`config.mk`:
```
export PLATFORM = sky130hd
export DESIGN_NAME = debug_frame_serializer
export DESIGN_NICKNAME = d
export VERILOG_FILES = /design/src/rtl/gat_debug_pkg.sv /design/src/rtl/debug_frame_serializer.sv
export SDC_FILE = /design/constraint.sdc
export NUM_CORES = 1
export LEC_CHECK = 0
export BUFFER_PORTS_ARGS = -buffer_cell sky130_fd_sc_hd__buf_2
export CAP_MARGIN = 40
export CORE_MARGIN = 2
export CORE_UTILIZATION = 40
export DETAILED_ROUTE_END_ITERATION = 8
export PLACE_DENSITY = 0.67
export SYNTH_ARGS = -nofsm -noshare
export SYNTH_HDL_FRONTEND = slang
export SYNTH_SLANG_ARGS = --single-unit
```
`constraint.sdc`:
```
create_clock -name clk -period 2.6 [get_ports clk]
set_clock_uncertainty 0.15 [all_clocks]
set_input_delay 0.13 -clock clk [delete_from_list [all_inputs] [get_ports clk]]
set_output_delay 0.13 -clock clk [all_outputs]
set_load 0.03 [all_outputs]
```
`src/rtl/gat_debug_pkg.sv`:
```
// Shared types and constants for the GAT debug frame serializer.
package gat_debug_pkg;

  typedef enum logic [1:0] {
    IDLE,
    HDR,
    PAY,
    CSUM
  } dbg_ser_state_e;

  localparam logic [7:0] DBG_HEADER = 8'hA5;

  // Total frame length in bytes: header + payload + checksum.
  function automatic int frame_bytes(input int num_words, input int word_w);
    return 2 + num_words * word_w / 8;
  endfunction

endpackage

```
`src/rtl/debug_frame_serializer.sv`:
```
// Captures NUM_WORDS debug words atomically on a request and streams them as
// a byte frame (header, payload MSB-first per word, XOR checksum) over a
// valid/ready interface. Counts completed frames and rejected requests.
module debug_frame_serializer
  import gat_debug_pkg::*;
#(
  parameter int         NUM_WORDS   = 3,
  parameter int         WORD_W      = 32,
  parameter logic [7:0] HEADER      = DBG_HEADER,
  parameter int         AUTO_PERIOD = 0
) (
  input  logic                        clk,
  input  logic                        rst,
  input  logic [NUM_WORDS*WORD_W-1:0] debug_i,
  input  logic                        snap_req_i,
  output logic [7:0]                  tx_data_o,
  output logic                        tx_vld_o,
  input  logic                        tx_rdy_i,
  output logic                        busy_o,
  output logic [15:0]                 frame_cnt_o,
  output logic [15:0]                 drop_cnt_o
);

  localparam int BPW       = WORD_W / 8;
  localparam int PAY_BYTES = frame_bytes(NUM_WORDS, WORD_W) - 2;
  localparam int SNAP_W    = NUM_WORDS * WORD_W;
  localparam int IDX_W     = (PAY_BYTES > 1) ? $clog2(PAY_BYTES) : 1;
  localparam int OFF_W     = $clog2(SNAP_W);

  dbg_ser_state_e    state_q, state_d;
  logic [SNAP_W-1:0] snap_q, snap_d;
  logic [IDX_W-1:0]  idx_q, idx_d;
  logic [7:0]        csum_q, csum_d;
  logic [15:0]       frame_cnt_q, frame_cnt_d;
  logic [15:0]       drop_cnt_q, drop_cnt_d;

  logic              auto_tick;
  logic              req;
  logic              hs;
  logic              drop;
  int                word_sel;
  int                byte_sel;
  logic [OFF_W-1:0]  bit_off;
  logic [7:0]        pay_byte;

  // Optional free-running request generator.
  if (AUTO_PERIOD > 0) begin : g_auto
    localparam int AW = (AUTO_PERIOD > 1) ? $clog2(AUTO_PERIOD) : 1;
    logic [AW-1:0] auto_cnt_q;

    assign auto_tick = (auto_cnt_q == AW'(AUTO_PERIOD - 1));

    // Count 0..AUTO_PERIOD-1, wrapping on the tick.
    always_ff @(posedge clk) begin
      if (rst || auto_tick) auto_cnt_q <= '0;
      else                  auto_cnt_q <= auto_cnt_q + 1'b1;
    end
  end else begin : g_no_auto
    assign auto_tick = 1'b0;
  end

  // Simultaneous manual and automatic requests merge into one.
  assign req      = snap_req_i | auto_tick;
  assign tx_vld_o = (state_q != IDLE);
  assign busy_o   = (state_q != IDLE);
  assign hs       = tx_vld_o & tx_rdy_i;

  assign frame_cnt_o = frame_cnt_q;
  assign drop_cnt_o  = drop_cnt_q;

  // Select payload byte idx_q: word idx/BPW, most significant byte first.
  always_comb begin
    word_sel = int'(idx_q) / BPW;
    byte_sel = int'(idx_q) % BPW;
    bit_off  = OFF_W'(word_sel * WORD_W + (BPW - 1 - byte_sel) * 8);
    pay_byte = snap_q[bit_off +: 8];
  end

  // Output byte is a pure function of registered state; tx_rdy_i never feeds it.
  always_comb begin
    unique case (state_q)
      HDR:     tx_data_o = HEADER;
      PAY:     tx_data_o = pay_byte;
      CSUM:    tx_data_o = csum_q;
      default: tx_data_o = 8'h00;
    endcase
  end

  // Next-state logic for the frame FSM, counters and snapshot.
  always_comb begin
    // NOTE: every variable gets a default first so no path leaves it unassigned,
    // which would otherwise infer a latch.
    state_d     = state_q;
    snap_d      = snap_q;
    idx_d       = idx_q;
    csum_d      = csum_q;
    frame_cnt_d = frame_cnt_q;
    drop_cnt_d  = drop_cnt_q;
    drop        = 1'b0;

    unique case (state_q)
      IDLE: begin
        if (req) begin
          snap_d  = debug_i;
          state_d = HDR;
        end
      end
      HDR: begin
        drop = req;
        if (hs) begin
          state_d = PAY;
          idx_d   = '0;
          csum_d  = '0;
        end
      end
      PAY: begin
        drop = req;
        if (hs) begin
          csum_d = csum_q ^ pay_byte;
          if (idx_q == IDX_W'(PAY_BYTES - 1)) state_d = CSUM;
          else                                idx_d   = idx_q + 1'b1;
        end
      end
      CSUM: begin
        if (hs) begin
          frame_cnt_d = frame_cnt_q + 16'd1;
          if (req) begin
            snap_d  = debug_i;
            state_d = HDR;
          end else begin
            state_d = IDLE;
          end
        end else begin
          drop = req;
        end
      end
      default: state_d = IDLE;
    endcase

    if (drop && (drop_cnt_q != 16'hFFFF)) drop_cnt_d = drop_cnt_q + 16'd1;
  end

  // State register with synchronous reset; a reset mid-frame simply aborts it.
  always_ff @(posedge clk) begin
    if (rst) begin
      // NOTE: the snapshot is cleared on reset too, so no stale debug data
      // from an aborted frame survives into the next one.
      state_q     <= IDLE;
      snap_q      <= '0;
      idx_q       <= '0;
      csum_q      <= '0;
      frame_cnt_q <= '0;
      drop_cnt_q  <= '0;
    end else begin
      // NOTE: non-blocking assignments so every register samples the same
      // pre-edge values regardless of statement order.
      state_q     <= state_d;
      snap_q      <= snap_d;
      idx_q       <= idx_d;
      csum_q      <= csum_d;
      frame_cnt_q <= frame_cnt_d;
      drop_cnt_q  <= drop_cnt_d;
    end
  end

endmodule
```
==> results of run 1 <==
==> power by group <==
| group | total (mW) | internal [mW] | switching [mW] | leakage, nW |
|---|---|---|---|---|
| Combinational | 2.17 | 0.845 | 1.32 | 2.12 |
| Sequential | 2.69 | 2.51 | 0.183 | 1.16 |
| Clock | 2.60 | 1.66 | 0.935 | 0.307 |
| Total | 7.46 | 5.01 | 2.44 | 3.59 |
==> final timing paths <==
kind,startpoint,depth (start not counted),slack (ps),endpoint
worst max-delay path,idx_q[0]$_SDFFE_PP0P_,7,40,tx_data_o[4]
worst min-delay path,tx_rdy_i,4,110,idx_q[1]$_SDFFE_PP0P_
worst max register to register,state_q[0]$_SDFFE_PP0P_,7,190,drop_cnt_o[14]$_SDFFE_PP0P_
worst min register to register,snap_q[15]$_SDFFE_PP0P_,2,300,snap_q[15]$_SDFFE_PP0P_
==> logic make-up (layout without fill, tap and decap cells) <==
logic type	Yosys count	after routing	synth area share (%)
AO/OA/AOI/OAI	179	179	15.1
XOR/XNOR	21	21	2.82
adder cells (fa/ha/maj)	8	8	1.53
buffers and inverters	62	304	5.45
flip-flops	142	142	43.6
multiplexers	44	44	8.75
other	0	1	0
AND/OR/NAND/NOR	335	335	22.8
==> cells in the mapped netlist, types with 9 or more instances <==
master,n,area (um^2)
xnor2_1,10,87.6
mux2i_1,36,360
a221oi_1,9,78.8
or3_1,16,100
xor2_1,11,96.3
nor2b_1,9,56.3
nand2_1,214,803
nor2_1,33,124
a21oi_1,122,611
clkbuf_1,30,113
dfxtp_1,142,2840
buf_2,12,60.1
nand3_1,11,55.1
o21ai_0,23,115
==> metal layers <==
layer  track usage (%)  up-vias  part of all wire, %
li1                  -     3172                    -
met1              26.2     2866                   46
met2              33.7      153                   48
met3              4.98       16                  4.5
met4              5.50        0                  1.1
met5                 0        -                    0
==> per-stage QoR <==
| stage | total power [mW] | cell area, um^2 | TNS, ps | util [%] | setup slack (ps) |
|---|---|---|---|---|---|
| after detailed placement | 4.67 | 7360 | 0 | 46.3 | 173 |
| after floorplan | 4.09 | 6520 | 0 | - | 258 |
| after global routing | 7.87 | 9210 | -304 | 58.0 | -51.8 |
| final | 7.46 | 9210 | 0 | 58.0 | 37.5 |
| after CTS | 7.44 | 9040 | -163 | 56.9 | -42.0 |
| after global placement | 4.63 | 7360 | 0 | 46.3 | 247 |
==> critical path: stages (launching register included) <==
cell,delay (ps)
dfxtp_4,370
buf_12,140
mux4_2,530
or2_0,230
a21oi_2,180
o21ai_0,110
nor2b_1,140
buf_4,170
==> sequential cells by signal (all words and copies together) (netlist names) <==
name,cells
snap_q,96
drop_cnt_o,16
frame_cnt_o,16
csum_q,8
idx_q,4
state_q,2
==> what timing repair did <==
item / 4_1_cts / 5_1_grt
buffers inserted: 1 / 11
hold buffers: 97 / 0
gates cloned: 0 / 0
endpoints found under the setup margin: 8 / 9
gates resized for setup: 23 / 24
pin swaps: 1 / 5
endpoints found under the hold margin: 102 / 0
==> final cells by class <==
cell class	instances	share of cell area (%)
Sequential cell	142	30.9
Multi-Input combinational cell	587	37.6
Antenna cell	1	0.0272
Tap cell	216	2.94
Timing Repair Buffer	264	21.2
Clock inverter	12	2.00
Inverter	8	0.326
Clock buffer	20	4.96
==> flow_metrics.tcl, run 1 <==
set metrics [dict create \
    syn_to_final_growth_pct 41.2 \
    die-area_um2 17300 \
    routedWlPerCell_um 14.1 \
    dp_hpwl_um 11300 \
    rsz0062_at_grt "true" \
    ant_nets 0 \
    yosysUniqueCellTypes 53 \
    ios 142 \
    place_congestion 0.802 \
    relSlewSlack_pct 61.9 \
    vias_per_cell 4.97 \
    die_h_um 132 \
    antenna_found_initial 1 \
    ys_ff_latch 142 \
    maxCapViolations 0 \
    synth_edf_count 0 \
    nNetsFinal 1128 \
    synth_area_um2 6520 \
    crit_type "flip-flop to primary output" \
    synth_top_flop_cell "dfxtp_1" \
    crit_required_ps 2320 \
    avgSynthCellArea_um2 8.24 \
    route.vias.total 6207 \
    hold_viol 0 \
    n_fill_cell 1437 \
    mostFrequentLayoutCell "nand2_1" \
    p_leak_nw 3.59 \
    yosysSeqAreaShare_pct 43.6 \
    cts_max_level 4 \
    syn_nets 899 \
    min_period_ps 2560 \
    grt_pass1_wl_um 28500 \
    cp_max_fo 11 \
    slew_violations 0 \
    drive_gt1_share_pct 22.9 \
    fin_crit_sh_pct 98.6 \
    status "finished clean" \
    grt_pass1_vias 5858 \
    gr-usage-all-layers_pct 20.2 \
    end_kind "primary output" \
    ys_async_sr_fraction_pct 0 \
    final_cells 1250 \
    max_freq_mhz 390 \
    p_per_area_nw_per_um2 810 \
    layout_common_cells "nand2_1, dfxtp_1, buf_2" \
    coreArea_um2 15900 \
    hp-class "input pin to flip-flop" \
    fp-row-count 46 \
    worst_hold_slack_ps 114 \
    clock-sinks 142 \
    overflow 0 \
    start_util_pct 41.1 \
    root_buffer "clkbuf_16" \
    tightestPinTransition_ps 565 \
    netlist_instances 791 \
    cts_buffers 17 \
    cts_tree "built" \
    critPathLaunchType "flip-flop" \
    dp_cells 1108 \
    crit_arrival_ps 2280 \
    cts_buffer_depth 2 \
    die_width_um 132 \
    grt_max_degree 97 \
    drc 0 \
    port_buffers 141 \
    setup_viol 0 \
    cts.reportedPaths.clkPinSlew_ps 60 \
    routed_wl_um 17700 \
    yosysWarnings 0 \
    ir_drop_mv 0.510 \
    drt_iter0_drc 463 \
    firstDrtPassIters 4 \
    multiInputGateArea_um2 3460 \
    clk_latency_ps 410 \
    seqCellArea_um2 2850 \
]
(Power assumes the default switching activity.)
==> run 2, diff against run 1 <==
--- a/config.mk
+++ b/config.mk
@@ -11,6 +11,7 @@
 export CORE_UTILIZATION = 40
 export DETAILED_ROUTE_END_ITERATION = 8
 export PLACE_DENSITY = 0.67
+export RECOVER_POWER = 50
 export SYNTH_ARGS = -nofsm -noshare
 export SYNTH_HDL_FRONTEND = slang
 export SYNTH_SLANG_ARGS = --single-unit
==> constraint.sdc (replaced) <==
create_clock -name clk -period 2.6 [get_ports clk]
set_clock_uncertainty 0.15 [all_clocks]
set_input_delay 0.39 -clock clk [delete_from_list [all_inputs] [get_ports clk]]
set_output_delay 0.39 -clock clk [all_outputs]
set_load 0.03 [all_outputs]
==> run 2 against run 1 <==
Against the previous run: the flow now finishes with violations (negative setup slack); register-to-register slack worse by 160 ps; clock power grew 7%; sequential share of layout area up 2.7 points; combinational power is 2% lower; flip-flop and latch count is the same; total power grew 2.4%; via count down 3.8%; critical path depth did not move; fmax down 7.5%; global-route usage is 0.19 points higher; routed wire length is 0.53% higher.
==> flow_metrics.tcl, run 2 (synthesis results as in run 1) <==
set metrics [dict create \
    largest_reg_flops 96 \
    min_from "debug_i[76]" \
    rsz0062_at_grt "true" \
    crit-reg2reg-launch "state_q[0]$_SDFFE_PP0P_" \
    port_buffers 141 \
    place_congestion 0.867 \
    slowest_stage "mux4_2" \
    setup_ws_ps -170 \
    grt_pass1_wl_um 28200 \
    grt_pass1_vias 5471 \
    cts_tree "built" \
    crit_type "flip-flop to primary output" \
    critPathLaunchType "flip-flop" \
    swShare_pct 32.7 \
    mostFrequentLayoutCell "nand2_1" \
    routed_wl_um 17800 \
    r2r_cells 7 \
    root_buffer "clkbuf_16" \
    cts_max_level 4 \
    final_cells 1159 \
    cell_internal_pwr_mw 5.14 \
    crit_arrival_ps 2230 \
    die_h_um 132 \
    fin_area_um2 8450 \
    holdPathStages 3 \
    violations "negative setup slack" \
    power_frac_comb_pct 27.7 \
    drive_gt1_share_pct 23.4 \
    drt_iter0_drc 328 \
    setup_viol 8 \
    route.vias.total 5969 \
    diodes 0 \
    coreArea_um2 15900 \
    dp_cells 1116 \
    syn_to_final_growth_pct 29.6 \
    tightestPinTransition_ps 690 \
    ir_drop_mv 0.496 \
    cts.reportedPaths.clkPinSlew_ps 60 \
    hold_end "snap_q[76]$_SDFFE_PP0P_" \
    largest_register "snap_q" \
    n_fill_cell 1522 \
    relSlewSlack_pct 54.0 \
    p_per_area_nw_per_um2 903 \
    final_util_pct 53.2 \
    maxCapViolations 0 \
    reg2reg_slack_ps 30 \
    cp_cell_sequence "buf_12, mux4_2, or2_4, a21oi_4, nand2b_1, a31oi_1, buf_4" \
    nNetsFinal 1039 \
    ant_nets 0 \
    dpl_cell_area_um2 7430 \
    dp_hpwl_um 12300 \
    start_util_pct 41.1 \
    antenna_found_initial 0 \
    min_period_ps 2770 \
    cts_buffers 17 \
    die_width_um 132 \
    status "finished, violations left" \
    p_switching_mw 2.50 \
    gr-usage-all-layers_pct 20.4 \
    hp-class "input pin to flip-flop" \
    cp_max_fo 6 \
    fin_crit_sh_pct 107 \
    die-area_um2 17300 \
    overflow 0 \
    power_frac_seq_pct 36.0 \
    firstDrtPassIters 5 \
    vias_per_cell 5.15 \
    slowest_delay_ps 500 \
    pwr-share-clk_pct 36.3 \
    end_kind "primary output" \
    max_freq_mhz 361 \
    grt_max_degree 70 \
    drc 0 \
    fp-row-count 46 \
    hold_viol 0 \
    slew_violations 0 \
    crit_required_ps 2060 \
    cts_buffer_depth 2 \
    timing.rr.end "drop_cnt_o[3]$_SDFFE_PP0P_" \
    routedWlPerCell_um 15.3 \
    p_leak_nw 3.15 \
    clk_latency_ps 430 \
    ios 142 \
    clock-sinks 142 \
    layout_common_cells "nand2_1, dfxtp_1, a21oi_1" \
]
[run 2: area by class of cell]
class | instances | area [um^2] | area share, %
tap | 216 | 270 | 3.20
multi-input combinational | 587 | 3610 | 42.7
sequential | 142 | 2850 | 33.7
inverter | 8 | 30.0 | 0.355
clock buffer | 21 | 460 | 5.45
timing repair buffer | 175 | 1030 | 12.2
clock inverter | 10 | 209 | 2.47
[run 2: worst max-delay path by stage]
stage,start,to,cells past startpoint
2_1_floorplan,idx_q[0]$_SDFFE_PP0P_,tx_data_o[2],7
3_3_place_gp,idx_q[0]$_SDFFE_PP0P_,tx_data_o[6],7
3_5_place_dp,idx_q[0]$_SDFFE_PP0P_,tx_data_o[5],7
4_1_cts,idx_q[0]$_SDFFE_PP0P_,tx_data_o[4],7
5_1_grt,idx_q[2]$_SDFFE_PP0P_,tx_data_o[7],7
6_report,idx_q[0]$_SDFFE_PP0P_,tx_data_o[5],7
[run 2: what timing repair did]
action / 4_1_cts / 5_1_grt
hold buffers: 0 / 0
gates resized for setup: 64 / 26
endpoints found under the setup margin: 8 / 9
cloned: 1 / 0
setup buffers: 6 / 6
pin swaps: 17 / 16
[run 2: power by group through the flow]
stage	logic, mW	registers (mW)	clock network [mW]
finish	2.12	2.74	2.77
global route	2.34	2.77	2.93
CTS	2.12	2.74	2.82
detailed placement	1.96	2.77	0
global placement	1.94	2.77	0
floorplan	1.41	2.68	0
[run 2: metal layers]
metal | wire (um) | global-route usage, % | up-vias
li1 | - | - | 2995
met1 | 8240 | 27.4 | 2767
met2 | 8120 | 31.8 | 184
met3 | 1160 | 5.29 | 23
met4 | 258 | 7.19 | 0
met5 | 0 | 0 | -
[run 2: through the flow]
step                      power, mW  setup WS, ps  hold WS, ps  TNS, ps
after floorplan                4.09           214          282        0
after global placement         4.71           104          292        0
after detailed placement       4.74          58.9          296        0
after CTS                      7.68          -222         33.8    -1630
after global routing           8.05          -278         37.3    -4820
final                          7.63          -170         42.0    -1240
[run 2: critical path, delay by kind of cell, from the launching register on]
family	cells	cell delay, ps
simple gates	2	380
compound gates	2	230
mux	1	500
buf+inv	2	320
flops	1	380
==> run 3, diff against run 2 <==
==> constraint.sdc (replaced) <==
create_clock -name clk -period 2.6 [get_ports clk]
set_clock_uncertainty 0.15 [all_clocks]
set_input_delay 0.39 -clock clk [delete_from_list [all_inputs] [get_ports clk]]
set_output_delay 0.39 -clock clk [all_outputs]
set_load 0.1 [all_outputs]
==> run 3 against run 2 <==
Against the previous run: total power increased by 6.2%; die area unchanged; hold slack improved by 1.5 ps; combinational power increased by 32%; the run still ends with negative setup slack left; critical endpoint is now tx_data_o[6]; largest power group is now combinational cells; critical path type unchanged.
==> flow_metrics.tcl, run 3 (synthesis results as in run 1) <==
set metrics [dict create \
    grt_pass1_wl_um 28000 \
    worst_hold_slack_ps 43.5 \
    cts_buffer_depth 2 \
    hp-class "input pin to flip-flop" \
    cts_max_level 4 \
    holdPathStages 3 \
    fp-row-count 46 \
    start_util_pct 41.1 \
    tightestPinTransition_ps 1170 \
    critPathLaunchType "flip-flop" \
    p_per_area_nw_per_um2 948 \
    cell_internal_pwr_mw 5.14 \
    min_from "debug_i[16]" \
    setup_viol 9 \
    hold_viol 0 \
    root_buffer "clkbuf_16" \
    cp_cell_sequence "buf_12, mux4_2, or2_0, a21oi_1, buf_4, o21ai_2, nor2b_4, buf_12" \
    cts_buffers 17 \
    routed_wl_um 17500 \
    ir_drop_mv 0.659 \
    clk_latency_ps 430 \
    gr-usage-all-layers_pct 20.3 \
    diodes 0 \
    crit_arrival_ps 2350 \
    crit_type "flip-flop to primary output" \
    drive_gt1_share_pct 24.1 \
    drc 0 \
    relSlewSlack_pct 22.2 \
    slew_violations 0 \
    cp_max_fo 6 \
    nNetsFinal 1041 \
    overflow 0 \
    largest_reg_flops 96 \
    min_period_ps 2890 \
    vias_per_cell 5.11 \
    crit_path_frequent_cell "buf_12" \
    die_h_um 132 \
    power_frac_comb_pct 34.6 \
    swShare_pct 36.6 \
    crit_family "multiplexers" \
    reg2reg_slack_ps -30 \
    dp_hpwl_um 12100 \
    r2r_cells 7 \
    ios 142 \
    die-area_um2 17300 \
    hold_end "snap_q[16]$_SDFFE_PP0P_" \
    maxCapViolations 0 \
    end_kind "primary output" \
    slowest_stage "mux4_2" \
    timing.rr.end "drop_cnt_o[3]$_SDFFE_PP0P_" \
    fin_crit_sh_pct 111 \
    grt_max_degree 97 \
    final_cells 1161 \
    antenna_found_initial 0 \
    crit-reg2reg-launch "state_q[0]$_SDFFE_PP0P_" \
    mostFrequentLayoutCell "nand2_1" \
    final_util_pct 53.9 \
    power_frac_seq_pct 33.7 \
    setup_ws_ps -293 \
    drt_iter0_drc 395 \
    coreArea_um2 15900 \
    pre_cts_ws_ps -115 \
    layout_common_cells "nand2_1, dfxtp_1, a21oi_1" \
    p_leak_nw 3.15 \
    route.vias.total 5929 \
    die_width_um 132 \
    rsz0062_at_grt "true" \
    largest_register "snap_q" \
    clock-sinks 142 \
    pwr-share-clk_pct 31.7 \
    grt_pass1_vias 5510 \
    port_buffers 141 \
    p_switching_mw 2.97 \
    syn_to_final_growth_pct 31.2 \
    slowest_delay_ps 520 \
    status "finished, violations left" \
    violations "negative setup slack" \
    path_buf_inv 3 \
    ant_nets 0 \
    postCtsHoldBufs 0 \
    firstDrtPassIters 5 \
    crit_required_ps 2060 \
    max_freq_mhz 346 \
    cts_tree "built" \
    routedWlPerCell_um 15.1 \
    cts.reportedPaths.clkPinSlew_ps 60 \
    dp_cells 1123 \
    place_congestion 0.856 \
]
==> run 3: cell types whose count changed in the layout (fill, tap and decap cells not counted), moves of 3 or more <==
cell      delta
a221oi_2     +3
a221oi_4     -3
buf_12      +12
buf_4        -6
buf_6        -5
nand2b_1     -3
nand2b_4     +3
o22ai_1      +3
==> run 3: per-layer routing <==
layer	routed length [um]	global-route usage (%)
met5	0	0
met4	281	7.25
met3	892	3.90
met2	8110	31.7
met1	8200	27.9
==> run 3: timing repair <==
action / in CTS / in global routing
cloned: 2 / 0
resized for setup: 84 / 11
endpoints found under the setup margin: 8 / 9
pin swaps: 15 / 11
buffers inserted: 6 / 3
==> run 3: worst max-delay path by stage <==
| stage | cells after the start | from | slack [ps] | end |
|---|---|---|---|---|
| floorplan | 7 | idx_q[0]$_SDFFE_PP0P_ | -230 | tx_data_o[5] |
| global placement | 8 | idx_q[0]$_SDFFE_PP0P_ | -100 | tx_data_o[0] |
| detailed placement | 8 | idx_q[0]$_SDFFE_PP0P_ | -120 | tx_data_o[0] |
| CTS | 7 | idx_q[0]$_SDFFE_PP0P_ | -300 | tx_data_o[7] |
| global route | 8 | idx_q[0]$_SDFFE_PP0P_ | -370 | tx_data_o[6] |
| finish | 8 | idx_q[0]$_SDFFE_PP0P_ | -290 | tx_data_o[6] |
==> run 3: power groups by stage <==
| stage | Combinational (mW) | Clock [mW] | Sequential, mW |
|---|---|---|---|
| floorplan | 1.91 | 0 | 2.71 |
| global placement | 2.50 | 0 | 2.77 |
| detailed placement | 2.52 | 0 | 2.77 |
| CTS | 2.82 | 2.62 | 2.73 |
| global route | 3.03 | 2.70 | 2.76 |
| finish | 2.80 | 2.57 | 2.74 |
==> run 3: per-stage QoR <==
stage / total power, mW / cell area (um^2) / TNS (ps)
after global routing: 8.49 / 8550 / -15660
after detailed placement: 5.28 / 7570 / -630
after global placement: 5.26 / 7570 / -535
after CTS: 8.17 / 8590 / -2310
final: 8.11 / 8550 / -2010
after floorplan: 4.61 / 6590 / -232
==> run 3: area by class of cell <==
type,instances,area [um^2]
Fill cell,1547,7330
Multi-Input combinational cell,587,3590
Sequential cell,142,2850
Timing Repair Buffer,177,1190
Clock buffer,21,460
Tap cell,216,270
Clock inverter,10,163
Inverter,8,33.8
==> run 3: worst reg2reg max path, delay by kind of cell, from the launching register on <==
kind	cells	cell delay [ps]
compound gates	3	870
simple gates	2	670
flops	1	380
fa+ha+maj	1	340
buf+inv	1	120
